### config.mk
export PLATFORM = sky130hd
export DESIGN_NAME = gf180mcu_osu_sc_gp12t3v3_serial_sub
export DESIGN_NICKNAME = d
export VERILOG_FILES = /design/src/rtl/gf180mcu_osu_sc_serial_sub_pkg.sv /design/src/rtl/gf180mcu_osu_sc_gp12t3v3_serial_sub_hsub.sv /design/src/rtl/gf180mcu_osu_sc_gp12t3v3_serial_sub.sv
export SDC_FILE = /design/constraint.sdc
export NUM_CORES = 1
export LEC_CHECK = 0
export CORE_MARGIN = 8
export CORE_UTILIZATION = 48
export DETAILED_ROUTE_END_ITERATION = 8
export MAX_ROUTING_LAYER = met4
export PLACE_DENSITY = 0.74
export SLEW_MARGIN = 20
export SYNTH_ARGS = -nofsm -noshare
export SYNTH_HDL_FRONTEND = slang
export SYNTH_HIERARCHICAL = 1
export SYNTH_SLANG_ARGS = --single-unit
### constraint.sdc
create_clock -name CLK -period 1.8 [get_ports CLK]
set_clock_uncertainty 0.1 [all_clocks]
set_input_delay 0.45 -clock CLK [delete_from_list [all_inputs] [get_ports CLK]]
set_output_delay 0.45 -clock CLK [all_outputs]
set_load 0.02 [all_outputs]
### src/rtl/gf180mcu_osu_sc_serial_sub_pkg.sv
// Shared types for the bit-serial subtractor: FSM state encoding and counter sizing.
package gf180mcu_osu_sc_serial_sub_pkg;

  typedef enum logic [1:0] {
    IDLE  = 2'd0,
    SHIFT = 2'd1,
    DONE  = 2'd2
  } state_t;

  function automatic int cnt_w(input int width);
    return $clog2(width);
  endfunction

endpackage

### src/rtl/gf180mcu_osu_sc_gp12t3v3_serial_sub_hsub.sv
// Combinational half subtractor: D = x - y (one bit), BO = borrow out.
module gf180mcu_osu_sc_hsub (
  input  logic i_x,
  input  logic i_y,
  output logic o_d,
  output logic o_bo
);

  assign o_d  = i_x ^ i_y;
  assign o_bo = ~i_x & i_y;

endmodule

### src/rtl/gf180mcu_osu_sc_gp12t3v3_serial_sub.sv
// Bit-serial unsigned subtractor DIFF = A - B, LSB first, one borrow flip-flop.
// Optional macro SERIAL_SUB_SAT_EN: clamp DIFF to zero when the final borrow is set.
module gf180mcu_osu_sc_gp12t3v3_serial_sub
  import gf180mcu_osu_sc_serial_sub_pkg::*;
#(
  parameter int WIDTH = 8
) (
  input  logic             CLK,
  input  logic             RN,
  input  logic             IN_VALID,
  output logic             IN_READY,
  input  logic [WIDTH-1:0] A,
  input  logic [WIDTH-1:0] B,
  output logic             OUT_VALID,
  input  logic             OUT_READY,
  output logic [WIDTH-1:0] DIFF,
  output logic             BORROW
);

  localparam int                 CNT_W = cnt_w(WIDTH);
  localparam logic [CNT_W-1:0]   LAST  = CNT_W'(WIDTH - 1);

  state_t             r_state;
  logic [CNT_W-1:0]   r_cnt;
  logic [WIDTH-1:0]   r_a_sr;
  logic [WIDTH-1:0]   r_b_sr;
  logic [WIDTH-2:0]   r_res;
  logic               r_bor;
  logic [WIDTH-1:0]   r_diff;
  logic               r_borrow;

  logic               w_a;
  logic               w_b;
  logic               w_d0;
  logic               w_bo0;
  logic               w_d;
  logic               w_bo1;
  logic               w_bout;
  logic [WIDTH-1:0]   w_shift;

  assign w_a = r_a_sr[0];
  assign w_b = r_b_sr[0];

  // Full-subtract bit slice built from two half subtractors.
  gf180mcu_osu_sc_hsub u_hsub0 (
    .i_x  (w_a),
    .i_y  (w_b),
    .o_d  (w_d0),
    .o_bo (w_bo0)
  );

  gf180mcu_osu_sc_hsub u_hsub1 (
    .i_x  (w_d0),
    .i_y  (r_bor),
    .o_d  (w_d),
    .o_bo (w_bo1)
  );

  assign w_bout = w_bo0 | w_bo1;

  // New bit enters at the MSB; on the last edge this is the complete difference.
  assign w_shift = {w_d, r_res};

  always_ff @(posedge CLK or negedge RN) begin
    if (!RN) begin
      r_state  <= IDLE;
      r_cnt    <= '0;
      r_a_sr   <= '0;
      r_b_sr   <= '0;
      r_res    <= '0;
      r_bor    <= 1'b0;
      r_diff   <= '0;
      r_borrow <= 1'b0;
    end else begin
      case (r_state)
        IDLE: begin
          if (IN_VALID) begin
            r_a_sr  <= A;
            r_b_sr  <= B;
            r_res   <= '0;
            r_bor   <= 1'b0;
            r_cnt   <= '0;
            r_state <= SHIFT;
          end
        end
        SHIFT: begin
          r_a_sr <= r_a_sr >> 1;
          r_b_sr <= r_b_sr >> 1;
          r_bor  <= w_bout;
          r_cnt  <= r_cnt + CNT_W'(1);
          r_res  <= w_shift[WIDTH-1:1];
          if (r_cnt == LAST) begin
`ifdef SERIAL_SUB_SAT_EN
            r_diff <= w_bout ? '0 : w_shift;
`else
            r_diff <= w_shift;
`endif
            r_borrow <= w_bout;
            r_state  <= DONE;
          end
        end
        DONE: begin
          if (OUT_READY) begin
            r_state <= IDLE;
          end
        end
        default: r_state <= IDLE;
      endcase
    end
  end

  assign IN_READY  = (r_state == IDLE);
  assign OUT_VALID = (r_state == DONE);
  assign DIFF      = r_diff;
  assign BORROW    = r_borrow;

endmodule

---- Word-level counts from Yosys, hierarchy flattened ----
Cells that the tools add are included.
operators by class
  $add $sub $neg .......................... 1
  equality and inequality tests ........... 6
  multiplexer cells ....................... 14
  bitwise operators ....................... 7
  reduce and logical (&&, ||, !) cells .... 5
operator list
  kind                                                                     number
  8-bit one-hot mux with 2 select lines                                    2
  8-bit two-way mux                                                        2
  7-bit one-hot mux with 2 select lines                                    1
  7-bit two-way mux                                                        1
  2-bit two-way mux                                                        3
  2-bit one-hot mux with 3 select lines                                    1
  3-bit one-hot mux with 2 select lines                                    1
  2-bit inequality test, second input constant                             2
  2-bit AND reduction                                                      2
  3-bit by 1-bit adder with 3-bit output, second input constant            1
  3-bit equality test, second input constant                               1
  3-bit two-way mux                                                        1
  3-bit AND reduction                                                      1
  1-bit AND                                                                2
  2-bit by 1-bit equality test with 1-bit output, second input constant    1
  2-bit equality test, second input constant                               1
  2-bit zero test                                                          1
  2-bit by 1-bit inequality test with 1-bit output, second input constant  1
  1-bit inverter                                                           2
  1-bit one-hot mux with 2 select lines                                    1
  2-bit nonzero test                                                       1
  1-bit bitwise XOR                                                        2
  1-bit two-way mux                                                        1
  1-bit bitwise OR                                                         1
word-level totals
  bits in registers ....................... 38
  input bits .............................. 20

---- Longest topological paths before layout ----
  depth in word-level cells ............... 5
  gate-level depth with buffers ........... 7

---- Hierarchy ----
Netlist, hierarchy kept.
modules (own cells, without submodules)
  module                               instances  cells each  area an instance (um^2)  sequential area each (um^2)
  gf180mcu_osu_sc_gp12t3v3_serial_sub  1          138         1650.3                   950.9
  gf180mcu_osu_sc_hsub                 2          3           20.0                     0.0

---- Worst setup path before layout ----
OpenSTA, ideal clock, no wires.
  path kind ............................... register to output
  from .................................... reg r_state[1]
  to ...................................... out OUT_VALID
  data arrival time ....................... 1.011 ns
  setup slack ............................. 0.239 ns
  stages on the path, launching flop included .. 5
  buffers on the path ..................... 2
  cell sequence ........................... dfrtp_1 buf_6 inv_1 buf_2 nor2_1
between the ends
  cells in the longest elaborated chain, start to end .. 1
ends and longest elaborated chain
  element                 line                                        RTL
  start, declared         gf180mcu_osu_sc_gp12t3v3_serial_sub.sv:23   state_t r_state;
  start signal, assigned  gf180mcu_osu_sc_gp12t3v3_serial_sub.sv:66   r_state <= IDLE;
  start signal, assigned  gf180mcu_osu_sc_gp12t3v3_serial_sub.sv:83   r_state <= SHIFT;
  start signal, assigned  gf180mcu_osu_sc_gp12t3v3_serial_sub.sv:99   r_state <= DONE;
  2-bit equality test     gf180mcu_osu_sc_gp12t3v3_serial_sub.sv:113  assign OUT_VALID = (r_state == DONE);
  end, declared           gf180mcu_osu_sc_gp12t3v3_serial_sub.sv:14   output logic OUT_VALID,
No other way between the ends.

---- Worst setup path after layout ----
  from .................................... reg r_state[0]
  to ...................................... out IN_READY
between the ends
  cells in the longest elaborated chain, start to end .. 1
ends and longest elaborated chain
  element          line                                        RTL
  2-bit zero test  gf180mcu_osu_sc_gp12t3v3_serial_sub.sv:112  assign IN_READY = (r_state == IDLE);
  end, declared    gf180mcu_osu_sc_gp12t3v3_serial_sub.sv:11   output logic IN_READY,
No other way between the ends.

==> flow_summary.toml <==
[setup_path]
arrival_ps = 1150
path_depth = 2
cpPeakStageDelay_ps = 460
worstSetupPathType = "register to output pin"
startpoint_type = "register"
crit_slowest_cell = "dfrtp_2"
cp-end-kind = "output pin"
r2r_cells = 4
required_ps = 1250
path_cells = "nor2_2, buf_2"
worstPathMaxFanout = 5
crit_buf_inv = 1
cp_top_family = "flip-flops"

[global_route]
grt_max_degree = 39
grt_pass1_wl_um = 6000
grt_pass1_vias = 1218
grt_antenna_before_repair = 0
grt_overflow = 0
track_usage = 0.144

[clock_network]
ctsLongestPathBuffers = 2
h-tree-depth = 2
clk_pin_slew_ps = 130
cts-root-buf = "clkbuf_4"
cts_hold_buf = 0
cts_sinks = 38
cts_tree = "built"
clk_latency_ps = 350
cts_buffers = 5

[power_and_ir_drop]
p_switching_mw = 1.30
power.internal_mw = 2.23
combPwrFrac = 0.406
p_seq_frac = 0.427
power_density_nw_per_um2 = 1640
clock_power_share = 0.167
cellLeakagePower_nw = 1.01
p_sw_frac = 0.368
irDropWorstVdd_uv = 919

[timing]
setup_viol = 0
post-route-period-util = 0.946
fin_tns_setup_ps = 0
rsz0062_at_grt = "false"
tightestPinTransition_ps = 458
slew_viol_final = 0
final-hold-violation-count = 0
layout_min_cycle_time_ps = 1700
fmaxAchievable_ghz = 0.587
setup_ws_ps = 97.5
max_slew_margin = 0.694

[job]
max-cap-violations = 0

[routing]
wirelength_um = 3550
vias_per_cell = 5.48
first_pass_iters = 4
wl_per_cell_um = 15.5
drt_iter0_drc = 121
drc = 0
postRouteAntennaNets = 0
vias = 1256

[cells_and_area]
diodes = 0
drive_above_1_share = 0.197
final_common_cell = "dfrtp_1"
final_cell_mix = "37 x dfrtp_1, 26 x o22ai_1, 19 x clkdlybuf4s50_1, 14 x a21oi_1, 11 x buf_4"
area_delta_synth_final_pct = 27.0
layout.cells.non_filler = 229
final_cell_area_um2 = 2150
fillCellCount = 290
fin_nets = 206

[synth]
synthCells = 144
ys_seq_area_frac = 0.563
synth_cell_types = 22
yosys_warnings = 6
ys_seq_elements = 38
syn_avg_cell_area_um2 = 11.7
syn_nets = 168
syn_area_um2 = 1690

[floorplanning]
rows = 21
fp.dieW_um = 75.3
initial_core_util = 0.503
core_area_um2 = 3360
io_pins = 31
die_area_um2 = 5680
die-height_um = 75.3

[worst_hold_path]
hold_class = "primary input to asynchronous set/reset pin"

[outcome]
outcome = "completed"

[placement]
gp_congestion = 0.757
portBuffers = 30
placed_area_um2 = 2070
place_hpwl_um = 2450
dp_slack_ps = -94.2
placed_cells = 220
layer usage:
metal  track usage  vias up  wire, um
li1              -      613         -
met1         0.192      600      1640
met2         0.198       38      1650
met3        0.0342        5       192
met4        0.0704        0        61
met5             -        -         0
Yosys cell counts:
cell type	instances	area share
o21ai_0	7	0.021
dfrtp_1	38	0.56
nor2_4	1	0.0067
nor2b_1	2	0.0074
a22o_1	9	0.047
buf_2	7	0.021
mux2_4	7	0.062
o221a_2	1	0.0067
o31ai_1	1	0.0044
nand3b_1	1	0.0044
buf_6	2	0.013
o21bai_1	1	0.0044
nor2_1	6	0.013
buf_4	2	0.0089
nand2_1	5	0.011
mux2_2	1	0.0067
a21oi_1	14	0.041
ha_1	4	0.030
nand2b_1	2	0.0074
o22ai_1	26	0.096
inv_1	6	0.013
nand3b_4	1	0.012
cell families after synthesis:
| family | after synthesis | synth area share |
|---|---|---|
| fa+ha+maj | 4 | 0.0296 |
| mux | 8 | 0.0688 |
| flops | 38 | 0.563 |
| buf+inv | 17 | 0.0562 |
| simple gates | 18 | 0.0622 |
| compound gates | 59 | 0.221 |
cell type report:
class / count / area (um^2) / share of cell area
Clock buffer: 5 / 37.5 / 0.0175
Clock inverter: 3 / 45.0 / 0.0210
Inverter: 6 / 22.5 / 0.0105
Multi-Input combinational cell: 89 / 651 / 0.303
Sequential cell: 38 / 952 / 0.443
Tap cell: 46 / 57.6 / 0.0268
Timing Repair Buffer: 42 / 382 / 0.178
worst register-to-register path, delay by kind of cell, from the launching register on:
| kind | cells | cell delay [ps] |
|---|---|---|
| fa+ha+maj | 2 | 430 |
| simple gates | 1 | 200 |
| flops | 1 | 420 |
| mux | 1 | 360 |
per-stage QoR:
step                      hold WS, ps  utilization  total power, mW
after floorplan                  54.4            -             2.50
after global placement            367        0.616             2.95
after detailed placement          378        0.616             3.01
after CTS                         361        0.639             3.55
after global routing              372        0.638             3.80
final                             357        0.638             3.53
sequential cells by signal (all words and copies together), names as in the netlist:
name     cells
r_state      2
r_a_sr       8
r_bor        1
r_b_sr       8
r_cnt        3
r_res        7
DIFF         8
BORROW       1
path summary, 6_finish.rpt:
check / start / endpoint / slack, ps
max: r_state[0] / IN_READY / 100
min: RN / r_res[4] / 360
max reg2reg: r_cnt[0] / DIFF[5] / 190
min reg2reg: BORROW / BORROW / 390
max in group asynchronous: RN / r_state[0] / 1050
min in group CLK: BORROW / BORROW / 390
what timing repair did:
item | in CTS | in global routing
gates resized for setup | 17 | 3
buffers inserted | 1 | 0
pin swaps | 0 | 0
setup endpoints to repair | 11 | 6
hold endpoints to repair | 0 | 0
power groups by stage:
stage	logic [mW]	registers [mW]	clock network, mW
after floorplan	0.958	1.54	0
after global placement	1.45	1.50	0
after detailed placement	1.49	1.52	0
after CTS	1.45	1.50	0.600
after global routing	1.60	1.56	0.636
final	1.43	1.51	0.591
Power figures use the tool's default switching activity.
